[config.mk]
export PLATFORM = sky130hd
export DESIGN_NAME = tlc_rr_phases_flat
export DESIGN_NICKNAME = d
export VERILOG_FILES = /design/src/rtl/tlc_rr_phases_if.sv /design/src/rtl/tlc_rr_phases.sv /design/src/flat_wrapper.sv
export SDC_FILE = /design/constraint.sdc
export NUM_CORES = 1
export LEC_CHECK = 0
export CORE_UTILIZATION = 55
export DETAILED_ROUTE_END_ITERATION = 10
export PLACE_DENSITY = 0.77
export RECOVER_POWER = 50
export SLEW_MARGIN = 20
export SYNTH_ARGS = -nofsm -noshare
export SYNTH_HDL_FRONTEND = slang
export SYNTH_SLANG_ARGS = --single-unit
[constraint.sdc]
create_clock -name clk -period 10.88 [get_ports clk]
set_input_delay 3.264 -clock clk [delete_from_list [all_inputs] [get_ports clk]]
set_output_delay 3.264 -clock clk [all_outputs]
set_load 0.01 [all_outputs]
[src/rtl/tlc_rr_phases_if.sv]
// Light colour/state types and the tlc_rr_phases signal bundle.
// master: controller side (lights out, requests in); slave: environment side.
package light_package;

    typedef enum logic [1:0] {
        red    = 2'd0,
        yellow = 2'd1,
        green  = 2'd2
    } colors;

    typedef enum logic [1:0] {
        ALLRED = 2'd0,
        GREEN  = 2'd1,
        YELLOW = 2'd2
    } tlc_st_t;

endpackage

interface tlc_rr_phases_if #(
    parameter int NPH = 5,
    parameter int PW  = (NPH > 1) ? $clog2(NPH) : 1
);
    import light_package::*;

    logic [NPH-1:0]  phase_req;
    colors [NPH-1:0] phase_light;
    logic [PW-1:0]   cur_phase;
    logic [1:0]      tlc_state;
`ifdef TLC_PREEMPT_EN
    logic            preempt;
    logic [PW-1:0]   preempt_phase;
`endif

    modport master (
        output phase_light, cur_phase, tlc_state,
`ifdef TLC_PREEMPT_EN
        input  preempt, preempt_phase,
`endif
        input  phase_req
    );

    modport slave (
        input  phase_light, cur_phase, tlc_state,
`ifdef TLC_PREEMPT_EN
        output preempt, preempt_phase,
`endif
        output phase_req
    );

endinterface

[src/rtl/tlc_rr_phases.sv]
// N-phase round-robin traffic light controller (vacancy/max-green timing).
// Ports: clk, reset (sync, active-low), bus (master): phase_req in,
// phase_light/cur_phase/tlc_state out. `TLC_PREEMPT_EN adds
// bus.preempt/bus.preempt_phase inputs for pre-emption.
module tlc_rr_phases #(
    parameter int NPH     = 5,
    parameter int YEL_CYC = 2,
    parameter int RED_CYC = 1,
    parameter int IDLE_TO = 5,
    parameter int MAX_GRN = 10,
    parameter int CW      = 8
) (
    input  logic           clk,
    input  logic           reset,
    tlc_rr_phases_if.master bus
);
    import light_package::*;

    localparam int PW = (NPH > 1) ? $clog2(NPH) : 1;

    localparam logic [CW-1:0] YEL_M1 = CW'(YEL_CYC - 1);
    localparam logic [CW-1:0] RED_M1 = CW'(RED_CYC - 1);
    localparam logic [CW-1:0] IDL_M1 = CW'(IDLE_TO - 1);
    localparam logic [CW-1:0] MXG_M1 = CW'(MAX_GRN - 1);
    localparam logic [PW-1:0] LAST   = PW'(NPH - 1);

    tlc_st_t       st_q, st_d;
    logic [PW-1:0] cur_q, cur_d;
    logic [CW-1:0] vac_q, vac_d;
    logic [CW-1:0] occ_q, occ_d;
    logic [CW-1:0] ytmr_q, ytmr_d;
    logic [CW-1:0] rtmr_q, rtmr_d;

    logic          own_req, oth_req;
    logic          vac_on, occ_on;
    logic          grn_exit, red_ok;
    logic          arb_hit;
    logic [PW-1:0] arb_sel;
    logic          pre_on, pre_hold, pre_kick;
    logic [PW-1:0] pre_ph;
    colors [NPH-1:0] lights;

    // base + off modulo NPH; off is 1..NPH so a single subtract suffices
    function automatic logic [PW-1:0] step_ph(
        input logic [PW-1:0] base,
        input int            off
    );
        int s;
        s = int'(base) + off;
        if (s >= NPH) s = s - NPH;
        return PW'(s);
    endfunction

`ifdef TLC_PREEMPT_EN
    assign pre_ph = bus.preempt_phase;
    assign pre_on = bus.preempt && (int'(bus.preempt_phase) < NPH);
`else
    assign pre_ph = '0;
    assign pre_on = 1'b0;
`endif

    assign pre_hold = pre_on && (pre_ph == cur_q);
    assign pre_kick = pre_on && (pre_ph != cur_q);

    assign own_req = bus.phase_req[cur_q];
    assign oth_req = |(bus.phase_req & ~(NPH'(1) << cur_q));

    // once a counter has started it keeps running whatever the sensors do
    assign vac_on = !own_req || (vac_q != '0);
    assign occ_on = (own_req && oth_req) || (occ_q != '0);

    assign grn_exit = (vac_on && (vac_q >= IDL_M1))
                   || (occ_on && (occ_q >= MXG_M1));

    assign red_ok = (rtmr_q >= RED_M1);

    // nearest requester after cur_q wins; cur_q itself is checked last
    always_comb begin
        arb_hit = 1'b0;
        arb_sel = cur_q;
        for (int i = NPH; i >= 1; i--) begin
            if (bus.phase_req[step_ph(cur_q, i)]) begin
                arb_hit = 1'b1;
                arb_sel = step_ph(cur_q, i);
            end
        end
    end

    always_ff @(posedge clk) begin
        if (!reset) begin
            st_q   <= ALLRED;
            cur_q  <= LAST;
            vac_q  <= '0;
            occ_q  <= '0;
            ytmr_q <= '0;
            rtmr_q <= RED_M1;
        end else begin
            st_q   <= st_d;
            cur_q  <= cur_d;
            vac_q  <= vac_d;
            occ_q  <= occ_d;
            ytmr_q <= ytmr_d;
            rtmr_q <= rtmr_d;
        end
    end

    always_comb begin
        st_d   = st_q;
        cur_d  = cur_q;
        vac_d  = vac_q;
        occ_d  = occ_q;
        ytmr_d = '0;
        rtmr_d = rtmr_q;
        unique case (st_q)
            GREEN: begin
                if (pre_kick || (!pre_hold && grn_exit)) begin
                    st_d  = YELLOW;
                    vac_d = '0;
                    occ_d = '0;
                end else if (!pre_hold) begin
                    if (vac_on && (vac_q != '1))
                        vac_d = vac_q + CW'(1);
                    if (occ_on && (occ_q != '1))
                        occ_d = occ_q + CW'(1);
                end
            end
            YELLOW: begin
                if (ytmr_q >= YEL_M1) begin
                    st_d   = ALLRED;
                    rtmr_d = '0;
                end else begin
                    ytmr_d = ytmr_q + CW'(1);
                end
            end
            default: begin
                if (!red_ok) begin
                    rtmr_d = rtmr_q + CW'(1);
                end else if (pre_on) begin
                    st_d  = GREEN;
                    cur_d = pre_ph;
                end else if (arb_hit) begin
                    st_d  = GREEN;
                    cur_d = arb_sel;
                end
            end
        endcase
    end

    always_comb begin
        for (int i = 0; i < NPH; i++) lights[i] = red;
        unique case (1'b1)
            (st_q == GREEN):  lights[cur_q] = green;
            (st_q == YELLOW): lights[cur_q] = yellow;
            default: ;
        endcase
    end

    assign bus.phase_light = lights;
    assign bus.cur_phase   = cur_q;
    assign bus.tlc_state   = st_q;

endmodule

[src/flat_wrapper.sv]
// flat-port wrapper written by rule: the top's interface ports become plain ports
module tlc_rr_phases_flat import light_package::*;
#(
    parameter int NPH     = 5,
    parameter int YEL_CYC = 2,
    parameter int RED_CYC = 1,
    parameter int IDLE_TO = 5,
    parameter int MAX_GRN = 10,
    parameter int CW      = 8
)
  (clk, reset, bus_phase_light, bus_cur_phase, bus_tlc_state, bus_phase_req);
  tlc_rr_phases_if #(.NPH(NPH)) bus_i ();
  input  logic clk;
  input  logic reset;
  output wire logic [$bits(bus_i.phase_light)-1:0] bus_phase_light;
  output wire logic [$bits(bus_i.cur_phase)-1:0] bus_cur_phase;
  output wire logic [$bits(bus_i.tlc_state)-1:0] bus_tlc_state;
  input wire logic [$bits(bus_i.phase_req)-1:0] bus_phase_req;
  assign bus_phase_light = bus_i.phase_light;
  assign bus_cur_phase = bus_i.cur_phase;
  assign bus_tlc_state = bus_i.tlc_state;
  assign bus_i.phase_req = bus_phase_req;
  tlc_rr_phases #(.NPH(NPH), .YEL_CYC(YEL_CYC), .RED_CYC(RED_CYC), .IDLE_TO(IDLE_TO), .MAX_GRN(MAX_GRN), .CW(CW)) u_core (.clk(clk), .reset(reset), .bus(bus_i));
endmodule
* Yosys cells after proc, flatten, opt, wreduce, memory -nomap -nowiden *
Index checks and enable logic that the tools add are counted.

operators by class
  $add $sub $neg = 14
  $mul = 0
  div/mod/pow operators = 0
  order comparisons = 16
  equal/unequal tests = 7
  shift operators = 1
  multiplexer cells = 42
  bitwise operators = 6
  reductions and logical operators = 25

operator list
  kind                 number
  $mux 8               6
  $add 8x1->8 const B  4
  $mux 3               10
  $lt 3x4->1 const B   6
  $ge 4x3->1 const B   5
  $pmux 10 s2          1
  $bmux 1 s3           6
  $ge 8x1->1 const B   2
  $ne 8x8->1 const B   2
  $pmux 8 s2           1
  $reduce_bool 8->1    2
  $sub 3x3->3 const B  5
  $mux 1               11
  $mux 2               5
  $add 3x2->4 const B  2
  $add 3x3->4 const B  2
  $ge 8x3->1 const B   1
  $ge 8x4->1 const B   1
  $reduce_and 4->1     2
  $demux 2 s3          1
  $logic_and 1x1->1    6
  $reduce_bool 3->1    2
  $and 5x5->5          1
  $not 5->5            1
  other kinds (18)     26

storage, ports and cells
  register bits after elaboration = 37
  bits in latches = 0
  RAM bits = 0
  ROM bits = 0
  output and inout port bits = 15
  logic and storage cells = 117
  memories kept = 0

* Longest topological paths before layout *
Gate-level depths: netlist of the first run.

  depth in word-level cells = 13
  gate-level depth with buffers = 14

* Least setup slack after synthesis of the first run *
No wires, ideal clock.

  path kind = in2reg
  start = in bus_phase_req[1]
  end = reg u_core.cur_q[2] (netlist: u_core.bus.cur_phase[2])
  library setup time = 0.143 ns
  data arrival time = 5.104 ns
  data required time = 10.737 ns
  path slack = 5.634 ns
  stages on the path = 9
  path through = buf_2 -> mux2_1 -> mux4_2 -> a22oi_4 -> o21ai_2 -> nor4b_4 -> a31oi_1 -> nor3b_1 -> a41oi_1

between the ends
  word-level cells in the longest chain between the ends = 8
  elaborated cells on any way between the ends = 21

ends and longest elaborated chain
  what                          line                 source
  from (decl)                   flat_wrapper.sv:18   input wire logic [$bits(bus_i.phase_req)-1:0] bus_phase_req;
  $bmux 1 s3                    tlc_rr_phases.sv:82  if (bus.phase_req[step_ph(cur_q, i)]) begin
  $mux 1 (not written as such)  tlc_rr_phases.sv:82
  $mux 1 (5 in series)          tlc_rr_phases.sv:82
  $reduce_and 4->1 (no line)    n/a
  to (signal assigned)          tlc_rr_phases.sv:99  cur_q <= cur_d;
  to (decl)                     tlc_rr_phases.sv:28  logic [PW-1:0] cur_q, cur_d;

Parallel ways exist; a longest one is shown, timed or not. The select of a mux whose other input is x is not followed.
A chain may end at the register's enable or synchronous reset.

* Worst setup path after layout of the first run *
  start = reg u_core.cur_q[0] (netlist: u_core.bus.cur_phase[0])
  end = out bus_phase_light[7]

between the ends
  word-level cells in the longest chain between the ends = 5
  elaborated cells on any way between the ends = 6

ends and longest elaborated chain
  what                                                                   line                  source
  $lt 3x4->1 (not written as such) / $ge 3x1->1 (equally long branches)  tlc_rr_phases.sv:152  (st_q == GREEN): lights[cur_q] = green;
  $logic_and 1x1->1 (not written as such)                                tlc_rr_phases.sv:152
  $mux 2 (not written as such)                                           tlc_rr_phases.sv:152
  $demux 2 s3 (*)                                                        n/a
  $pmux 10 s2 (*)                                                        tlc_rr_phases.sv:151  unique case (1'b1)
  to (decl)                                                              flat_wrapper.sv:15    output wire logic [$bits(bus_i.phase_light)-1:0] bus_phase_light;

Mark *: on every way between the ends. The rest lies on a longest branch, timed or not.

==> results of run 1 <==
[synth_stat cells, types with 4 or more instances]
library cell	count	area, sq um
nor2b_1	7	43.79
xnor2_1	5	43.79
mux2i_1	4	40.04
a21oi_1	18	90.09
dfxtp_1	29	580.6
o21ai_0	15	75.07
clkbuf_1	7	26.28
ha_1	25	312.8
nor4_1	4	25.02
inv_1	23	86.33
nor3_1	13	65.06
o21ai_1	4	20.02
and3_1	16	100.1
a31oi_1	4	25.02
nand3_1	4	20.02
nand2_1	32	120.1
nor2_1	29	108.9
nand2b_1	7	43.79
[worst max-delay path: cells and delay by family, from the launching register on]
family,cells,cell delay [ns]
flip-flops,1,0.34
buffers and inverters,2,1.62
AND/OR/NAND/NOR,2,0.33
[state kept, by name (all words and copies together), names as in the netlist]
register,cells
u_core.vac_q,8
u_core.occ_q,8
u_core.ytmr_q,8
u_core.bus.tlc_state,2
u_core.bus.cur_phase,3
[how the worst max path moves through the flow]
stage,start,endpoint,cells past startpoint
detailed placement,bus_phase_req[3],u_core.bus.cur_phase[2],9
CTS,u_core.bus.cur_phase[2],bus_phase_light[5],5
floorplan,bus_phase_req[1],u_core.bus.cur_phase[2],9
global placement,bus_phase_req[1],u_core.bus.cur_phase[2],9
global route,u_core.bus.cur_phase[0],bus_phase_light[7],4
finish,u_core.bus.cur_phase[0],bus_phase_light[7],4
[per-stage QoR]
step	cells	setup slack, ns	hold slack [ns]
after detailed placement	386	4.982	0.4724
final	394	5.028	0.4852
after global placement	386	5.053	0.4578
after floorplan	324	5.634	0.4332
after CTS	394	5.188	0.4890
after global routing	394	4.750	0.5041
[routing by layer]
layer	GRT usage [%]	share of wire, %	up-vias
met3	4.070	5.9	15
met1	36.97	45	1091
met2	40.35	46	90
met5	0	0	-
li1	-	-	1188
met4	9.556	2.5	0
[final cells by class]
| class | count | area (sq um) |
|---|---|---|
| sequential | 29 | 580.6 |
| tap | 52 | 65.06 |
| clock buffer | 6 | 72.57 |
| inverter | 24 | 90.09 |
| timing repair buffer | 22 | 214.0 |
| multi-input combinational | 259 | 1807 |
| fill | 383 | 1545 |
| clock inverter | 2 | 10.01 |
[cells by family (layout without fill, tap and decap cells)]
logic type               count (synthesis)  after routing
multiplexers                            12             12
buffers and inverters                   36             54
AO/OA/AOI/OAI                           78             78
adder cells (fa/ha/maj)                 26             26
flip-flops                              29             29
AND/OR/NAND/NOR                        131            131
XOR/XNOR                                 7              7
other                                    1              5
[power by group through the flow]
stage          registers [mW]  logic [mW]  clock network, mW
6_report                0.144       0.550             0.0864
3_3_place_gp            0.146       0.535                  0
2_1_floorplan           0.140       0.432                  0
4_1_cts                 0.145       0.546             0.0884
5_1_grt                 0.148       0.605             0.0922
3_5_place_dp            0.147       0.542                  0
==> metrics.md, run 1 <==
| Metric | Value |
|---|---|
| Worst EP arrival | 2.59 ns |
| CTS buffer count | 5 |
| Hold buffers post-CTS | 0 |
| Main combinational cell family by area after synthesis | simple AND/OR/NAND/NOR gates |
| RSZ-0062 raised after global routing | no |
| Area Growth Syn to Fin | 12.72% |
| Slew @ Worst Pin | 1.483 ns |
| Design area | 2839 sq um |
| Initial core utilization | between 50% and 60% |
| Post-synth EDFFs | 0 |
| Mux cell area share after synthesis | 6.657% |
| # Post-CTS Setup Buffers | 0 |
| FF+latch count, synth | 29 |
| DIE HEIGHT | approximately 70 microns |
| Kind of end point of the critical path | output port |
| Core Util, Final | 64.75% |
| Slowest Stage Delay on Critical Path | between 1 and 1.5 ns |
| Die area | 4854 sq um |
| Post-DP HPWL | approximately 4.4 mm |
| Hold Path End | u_core.ytmr_q[0] |
| GRT Resource Usage Total | 26.17% |
| Net switching power | 0.3855 mW |
| Cell Int Power | around 0.40 mW |
| Fin nets | 374 |
| Peak VDD IR | 0.1713 mV |
| Post-synthesis adder-cell area fraction | 13.21% |
| Placed Area | roughly 2800 sq um |
| Max Clock Freq | 0.1709 GHz |
| CTS HTree Levels | 2 |
| Die width | 69.67 microns |
| # diodes | 0 |
| Register area share after synthesis | 23.05% |
| Critical Path Fanout Max | 34 |
| Setup tns final | 0 ns |
| Startpoint Class | register |
| Clk pwr share | between 10% and 20% |
| Initial antenna violation count | 0 |
| Drt drc | 0 |
| Reg2Reg Depth | 10 |
| Cell variety after synth | 68 |
| Slowest CP cell | clkbuf_1 |
| Sw Ratio | 49.37% |
| Most common cell after layout, fill and taps aside | nand2_1 |
| Input/output buffers | 21 |
| Clk_lat worst skew | 0.29 ns |
| Required time of the critical path | about 7.6 ns |
| Layout cell share with drive strength beyond 1 | 7.310% |
| Max-slew headroom | 1.104% |
| Xor and xnor fraction of the mapped netlist area | under 10% |
| Synthesized cell area | 2519 sq um |
| Final hold vios | 0 |
| Core ar. | 4384 sq um |
| Worst Hold Launch | u_core.ytmr_q[0] |
| Worst-path cell chain | clkbuf_1 > nand2_1 > nor2_1 > clkdlybuf4s50_1 |
| Max-cap viol count | 0 |
| # setup viols final | 0 |
| Reg clk slew, reported paths | roughly 0.060 ns |
| Drt total wl | around 6 mm |
| Comb pwr share | 70.5% |
| Max-slew violation count | 0 |
| Grt ovf | 0 |
| Compound-Gate Fraction of Synth Area | 21.21% |
| Clock root cell | clkbuf_8 |
| Reg power frac | between 10% and 20% |
| YS warnings | 0 |
| First-pass GRT wire length | around 10 mm |
| Simple-Gate Fraction of Synth Area | 27.47% |
| Hold path cells | 1 |
| Synth Flop Type | dfxtp_1 |
| Most frequent cells in the layout | 32 x nand2_1, 29 x nor2_1, 29 x dfxtp_1, 25 x ha_1, 23 x inv_1 |
| DR iter-0 viols | 205 |
| Routability Congestion | 0.9324 |
| Post-DRT Antenna Nets | 0 |
| Cts repair resizes | 0 |
| Vias in the first global route | roughly 2.2k |
| Drt wl/cell | 15.25 microns |
| Vias | around 2.4k |
| Via density per instance | 6.051 |
| FF-to-FF Start | u_core.bus.cur_phase[0] |
| Worst R2R Setup Slack | 6.55 ns |
| WS Path Type | reg2out |
| Post-synthesis async set-or-reset flop share | 0% |
| Synthesized area per cell | 7.871 sq um |
| Power Density | 275.0 nW/um^2 |
| Leakage power | 1.210 nW |
| CTS Buffer Depth | 2 |
| Fin crit share | 53.79% |
| Largest net degree at the start of global routing | 35 |
| Worst Hold Class | reg2reg |
| I/O pin total | 22 |
| Num rows | 24 |
| Clock Skew | approximately 0.0054 ns |
| Cells after Synth | 320 |
| DRT Pass-1 Iters | 5 |
| Critical R2R Capture | u_core.bus.cur_phase[2] |
| CTS tree | yes |
| Design Power | roughly 0.78 mW |
| Tmin final | 5.852 ns |
| Outcome | complete, no violations |
| Clk sink count | 29 |
Note: power is estimated with default switching activity, not from simulation.
==> run 2: changes to the inputs <==
Settings changed: CORE_UTILIZATION 55 to 53.
Clock period 10.88 ns to 5 ns, I/O delays scaled along.
==> metrics.md, run 2 (synthesis results as in run 1) <==
| Metric | Value |
|---|---|
| Outcome | complete, no violations |
| Core ar. | 4474 sq um (+2.1%) |
| Crit. Startpoint | u_core.bus.cur_phase[1] |
| Fin crit share | 80.98% |
| Most frequent cells in the layout | 32 x nand2_1, 29 x nor2_1, 29 x dfxtp_1, 25 x ha_1, 23 x inv_1 |
| Max-slew headroom | 47.05% (+46 points) |
| Slew @ Worst Pin | 0.7943 ns (-0.6891 ns) |
| Die area | 5032 sq um (+3.7%) |
| I/O pin total | 22 (unchanged) |
| # Post-CTS Setup Buffers | 0 (unchanged) |
| GRT Resource Usage Total | 25.75% (-0.42 points) |
| Drt drc | 0 (unchanged) |
| # setup viols final | 0 (unchanged) |
| Final hold vios | 0 (unchanged) |
| Final WS setup | 0.9510 ns (-4.077 ns) |
| Area Growth Syn to Fin | 15.35% |
| Die width | 70.94 microns (+1.8%) |
| Crit path to | bus_phase_light[5] |
| Startpoint Class | register |
| DR iter-0 viols | 135 (-34%) |
| Max-slew violation count | 0 (unchanged) |
| Peak VDD IR | 0.4248 mV (+150%) |
| Design Power | 1.805 mW (+130%) |
| FF-to-FF Start | u_core.bus.cur_phase[1] |
| Multi-input gate area | 1807 sq um (unchanged) |
| Vias in the first global route | 2,226 (+0.27%) |
| Required time of the critical path | 3.50 ns (-4.12 ns) |
| DRT Pass-1 Iters | 6 (+1) |
| Leakage power | 1.241 nW (+2.6%) |
| DIE HEIGHT | 70.94 microns (+1.8%) |
| Drt total wl | 5.958 mm (-0.82%) |
| Via density per instance | 5.985 (-1.1%) |
| Register area | 580.6 sq um (unchanged) |
| CTS tree | yes |
| Critical Path Fanout Max | 15 (-56%) |
| Post-DRT Antenna Nets | 0 (unchanged) |
| Critical R2R Capture | u_core.bus.cur_phase[2] |
| Hold buffers post-CTS | 0 (unchanged) |
| Drt wl/cell | 15.05 microns (-1.3%) |
| CTS buffer count | 5 (unchanged) |
| Kind of end point of the critical path | output port |
| Worst EP arrival | 2.55 ns (-0.04 ns) |
| Initial antenna violation count | 0 (unchanged) |
| Place WS | 0.8781 ns (-4.104 ns) |
| Clock root cell | clkbuf_8 |
| Input/output buffers | 21 (unchanged) |
| Setup tns final | 0 ns (unchanged) |
| Net switching power | 0.8350 mW (+120%) |
| Comb pwr share | 67.5% (-3.0 points) |
| Fill count | 408 (+6.5%) |
| Reg2Reg Depth | 10 (unchanged) |
| Cell Int Power | 0.9697 mW (+150%) |
| Post-DP HPWL | 4.460 mm (+0.86%) |
| Clock Skew | 0.008579 ns (+0.003209 ns) |
| Clk sink count | 29 (unchanged) |
| Initial core utilization | 56.29% (-1.2 points) |
| WS Path Type | reg2out |
| Fin nets | 376 (+0.53%) |
| Largest net degree at the start of global routing | 35 (unchanged) |
| First-pass GRT wire length | 10.28 mm (+0.41%) |
| Max-cap viol count | 0 (unchanged) |
| Clk pwr share | 15.9% (+4.8 points) |
| Grt ovf | 0 (unchanged) |
| Final hold slack | 0.4695 ns (-0.01574 ns) |
| Most common cell after layout, fill and taps aside | nand2_1 |
| Largest regs | u_core.occ_q: 8 flops, u_core.vac_q: 8 flops, u_core.ytmr_q: 8 flops |
| Sw Ratio | 46.27% (-3.1 points) |
| Power Density | 621.2 nW/um^2 (+130%) |
| Worst R2R Setup Slack | 1.16 ns (-5.39 ns) |
| Tmin final | around 4.0 ns |
| Routability Congestion | 0.9098 (-2.4%) |
| Max Clock Freq | 0.2470 GHz |
| Layout cell share with drive strength beyond 1 | 8.140% (+0.83 points) |
| Worst Hold Class | reg2reg |
| Num rows | 24 (unchanged) |
| CTS Buffer Depth | 2 (unchanged) |
| CTS HTree Levels | 2 (unchanged) |
| Vias | 2,370 (-0.59%) |
| Reg power frac | 16.6% (-1.9 points) |
| # diodes | 0 (unchanged) |
| RSZ-0062 raised after global routing | no |
| Cts repair resizes | 0 (unchanged) |
| Reg clk slew, reported paths | 0.06 ns (about the same) |
| Clk_lat worst skew | 0.28 ns (about the same) |
run 2: worst min-delay path by stage:
stage	startpoint	end	slack, ns	cells after the start
global placement	u_core.ytmr_q[0]	u_core.ytmr_q[0]	0.45	1
floorplan	u_core.ytmr_q[0]	u_core.ytmr_q[0]	0.43	1
CTS	u_core.ytmr_q[0]	u_core.ytmr_q[0]	0.48	1
detailed placement	u_core.ytmr_q[0]	u_core.ytmr_q[0]	0.46	1
finish	u_core.ytmr_q[0]	u_core.ytmr_q[0]	0.47	1
global route	u_core.ytmr_q[0]	u_core.ytmr_q[0]	0.49	1
run 2: cell type report:
class / instances / area share (%)
Multi-Input combinational cell: 259 / 62.19
Sequential cell: 29 / 19.98
Timing Repair Buffer: 24 / 7.881
Inverter: 24 / 3.101
Clock buffer: 5 / 2.369
Clock inverter: 3 / 2.239
Tap cell: 52 / 2.239
run 2: power groups by stage:
stage / sequential (mW) / clock, mW / combinational (mW)
6_report: 0.299 / 0.286 / 1.22
5_1_grt: 0.306 / 0.302 / 1.36
4_1_cts: 0.300 / 0.291 / 1.21
3_5_place_dp: 0.305 / 0 / 1.20
3_3_place_gp: 0.303 / 0 / 1.19
2_1_floorplan: 0.304 / 0 / 0.939
run 2: stage by stage:
stage                     std cells  instance area [sq um]  utilization [%]
final                           396                   2905            64.93
after global routing            396                   2905            64.93
after CTS                       396                   2909            65.02
after detailed placement        388                   2775            62.02
after global placement          388                   2775            62.02
after floorplan                 324                   2534                -
run 2: routing by layer:
| layer | global-route usage, % | up-vias | wire length, microns |
|---|---|---|---|
| met1 | 31.95 | 1131 | 2705 |
| met2 | 44.34 | 44 | 2898 |
| met5 | 0 | - | 0 |
| met3 | 5.271 | 10 | 242 |
| li1 | - | 1185 | - |
| met4 | 9.111 | 0 | 112 |
run 2: worst max-delay path, cell delays in order, from the launching register on:
cell,delay (ns)
dfxtp_1,0.37
clkbuf_1,0.62
ha_1,0.45
nand2_1,0.11
nor3_1,0.16
clkdlybuf4s50_1,0.57
==> run 3: changes to the inputs <==
Clock period 5 ns to 3.5 ns, I/O delays scaled along.
==> metrics.md, run 3 (synthesis results as in run 1) <==
| Metric | Value |
|---|---|
| Outcome | complete, no violations |
| Critical R2R Capture | u_core.bus.cur_phase[2] |
| Core ar. | 4474 sq um (unchanged) |
| Reg2Reg Depth | 11 (+1) |
| Initial core utilization | 56.29% (unchanged) |
| WS Path Type | in2reg |
| FF-to-FF Start | u_core.bus.cur_phase[1] |
| DR iter-0 viols | 113 (-16%) |
| Reg clk slew, reported paths | 0.06 ns (about the same) |
| Sw Ratio | 46.08% (-0.19 points) |
| Clk pwr share | 13.1% (-2.8 points) |
| # setup viols final | 0 (unchanged) |
| Drt wl/cell | 15.54 microns (+3.3%) |
| Net switching power | 1.264 mW (+51%) |
| Worst EP arrival | 3.50 ns (+0.95 ns) |
| Tmin final | between 3 and 4 ns |
| Vias | 2,531 (+6.8%) |
| Final WS setup | 0.1376 ns (-0.8134 ns) |
| Slew @ Worst Pin | 0.6533 ns (-0.1410 ns) |
| CTS tree | yes |
| Final hold vios | 0 (unchanged) |
| Die width | 70.94 microns (unchanged) |
| Clock Skew | 0.006882 ns (-0.001697 ns) |
| I/O pin total | 22 (unchanged) |
| Largest net degree at the start of global routing | 35 (unchanged) |
| Hold Path End | u_core.ytmr_q[0] |
| Most common cell after layout, fill and taps aside | nand2_1 |
| RSZ-0062 raised after global routing | no |
| Worst R2R Setup Slack | 0.20 ns (-0.96 ns) |
| Clk_lat worst skew | 0.28 ns (about the same) |
| Largest regs | u_core.occ_q: 8 flops, u_core.vac_q: 8 flops, u_core.ytmr_q: 8 flops |
| Hold buffers post-CTS | 0 (unchanged) |
| Power Density | 898.5 nW/um^2 (+45%) |
| Drt drc | 0 (unchanged) |
| Startpoint Class | primary input |
| CTS Buffer Depth | 2 (unchanged) |
| Peak VDD IR | 0.5368 mV (+26%) |
| Via density per instance | 6.070 (+1.4%) |
| CTS buffer count | 5 (unchanged) |
| # diodes | 0 (unchanged) |
| Max Clock Freq | ~0.3 GHz |
| Max-cap viol count | 0 (unchanged) |
| Worst Hold Launch | u_core.ytmr_q[0] |
| Critical Path Fanout Max | 6 (-9) |
| Initial antenna violation count | 0 (unchanged) |
| Clk sink count | 29 (unchanged) |
| Routability Congestion | 0.9600 (+5.5%) |
| Post-DP HPWL | 4.929 mm (+11%) |
| Clock root cell | clkbuf_8 |
| Input/output buffers | 21 (unchanged) |
| Grt ovf | 0 (unchanged) |
| DIE HEIGHT | 70.94 microns (unchanged) |
| Place WS | -0.1396 ns (-1.018 ns) |
| Num rows | 24 (unchanged) |
| # Post-CTS Setup Buffers | 0 (unchanged) |
| CTS HTree Levels | 2 (unchanged) |
| Most frequent cells in the layout | 32 x nand2_1, 29 x nor2_1, 29 x dfxtp_1, 25 x ha_1, 24 x buf_4 |
| Required time of the critical path | 3.64 ns (+0.14 ns) |
| Cell Int Power | 1.479 mW (+53%) |
| Final hold slack | 0.4681 ns (-0.001372 ns) |
| Area Growth Syn to Fin | 21.21% |
| Vias in the first global route | 2,414 (+8.4%) |
| Fin crit share | 96.07% |
| Max-slew violation count | 0 (unchanged) |
| GRT Resource Usage Total | 26.99% (+1.2 points) |
| Reg power frac | 14.9% (-1.7 points) |
| Die area | 5032 sq um (unchanged) |
| Comb pwr share | 72.0% (+4.5 points) |
| Drt total wl | 6.480 mm (+8.8%) |
| Layout cell share with drive strength beyond 1 | 13.70% (+5.6 points) |
| Leakage power | 1.342 nW (+8.2%) |
| Worst Hold Class | reg2reg |
| Cts repair resizes | 0 (unchanged) |
| Post-DRT Antenna Nets | 0 (unchanged) |
| Hold path cells | 1 (unchanged) |
| Max-slew headroom | 55.32% (+8.3 points) |
| Design Power | 2.743 mW (+52%) |
| Kind of end point of the critical path | register |
| DRT Pass-1 Iters | 6 (unchanged) |
| First-pass GRT wire length | 10.76 mm (+4.7%) |
| Fin nets | 397 (+5.6%) |
run 3: cell type report:
cell class	instances	area [sq um]
Multi-Input combinational cell	259	1810
Fill cell	391	1421
Sequential cell	29	580.6
Timing Repair Buffer	45	390.4
Inverter	24	90.09
Clock buffer	7	86.33
Tap cell	52	65.06
Clock inverter	1	30.03
run 3: power by group through the flow:
stage	Clock [mW]	Sequential, mW	Combinational (mW)
after floorplan	0	0.434	1.35
after global placement	0	0.414	1.91
after detailed placement	0	0.415	1.94
after CTS	0.365	0.409	1.96
after global routing	0.381	0.413	2.15
final	0.360	0.409	1.97
run 3: layer usage:
layer  routed length (microns)  track usage [%]  vias up
met5                         0                0        -
met3                       388            5.556       21
met4                       185            12.67        0
met1                      2663            31.31     1196
met2                      3242            47.54       80
li1                          -                -     1234
run 3: critical path, cell delays in order:
cell and delay (ns):
clkdlybuf4s50_1 0.50, mux2_4 0.31, mux4_2 0.52, a22oi_4 0.17, o21ai_2 0.11, nor4b_4 0.28, a31oi_1 0.21, nor3b_1 0.28
a41oi_1 0.08
run 3: worst max-delay path by stage:
stage                       startpoint                      end  slack (ns)
3_5_place_dp          bus_phase_req[2]  u_core.bus.cur_phase[2]       -0.14
4_1_cts               bus_phase_req[2]  u_core.bus.cur_phase[2]        0.15
6_report              bus_phase_req[2]  u_core.bus.cur_phase[2]        0.14
2_1_floorplan  u_core.bus.cur_phase[0]  u_core.bus.cur_phase[2]        0.07
5_1_grt        u_core.bus.cur_phase[0]  u_core.bus.cur_phase[2]       0.006
3_3_place_gp          bus_phase_req[1]  u_core.bus.cur_phase[2]        0.01
run 3: stage by stage:
| step | TNS [ns] | util, % | instances | area, sq um |
|---|---|---|---|---|
| after floorplan | 0 | - | 324 | 2539 |
| after global placement | 0 | 65.63 | 409 | 2937 |
| after detailed placement | -0.1810 | 65.63 | 409 | 2937 |
| after CTS | 0 | 68.23 | 417 | 3053 |
| after global routing | 0 | 68.23 | 417 | 3053 |
| final | 0 | 68.23 | 417 | 3053 |
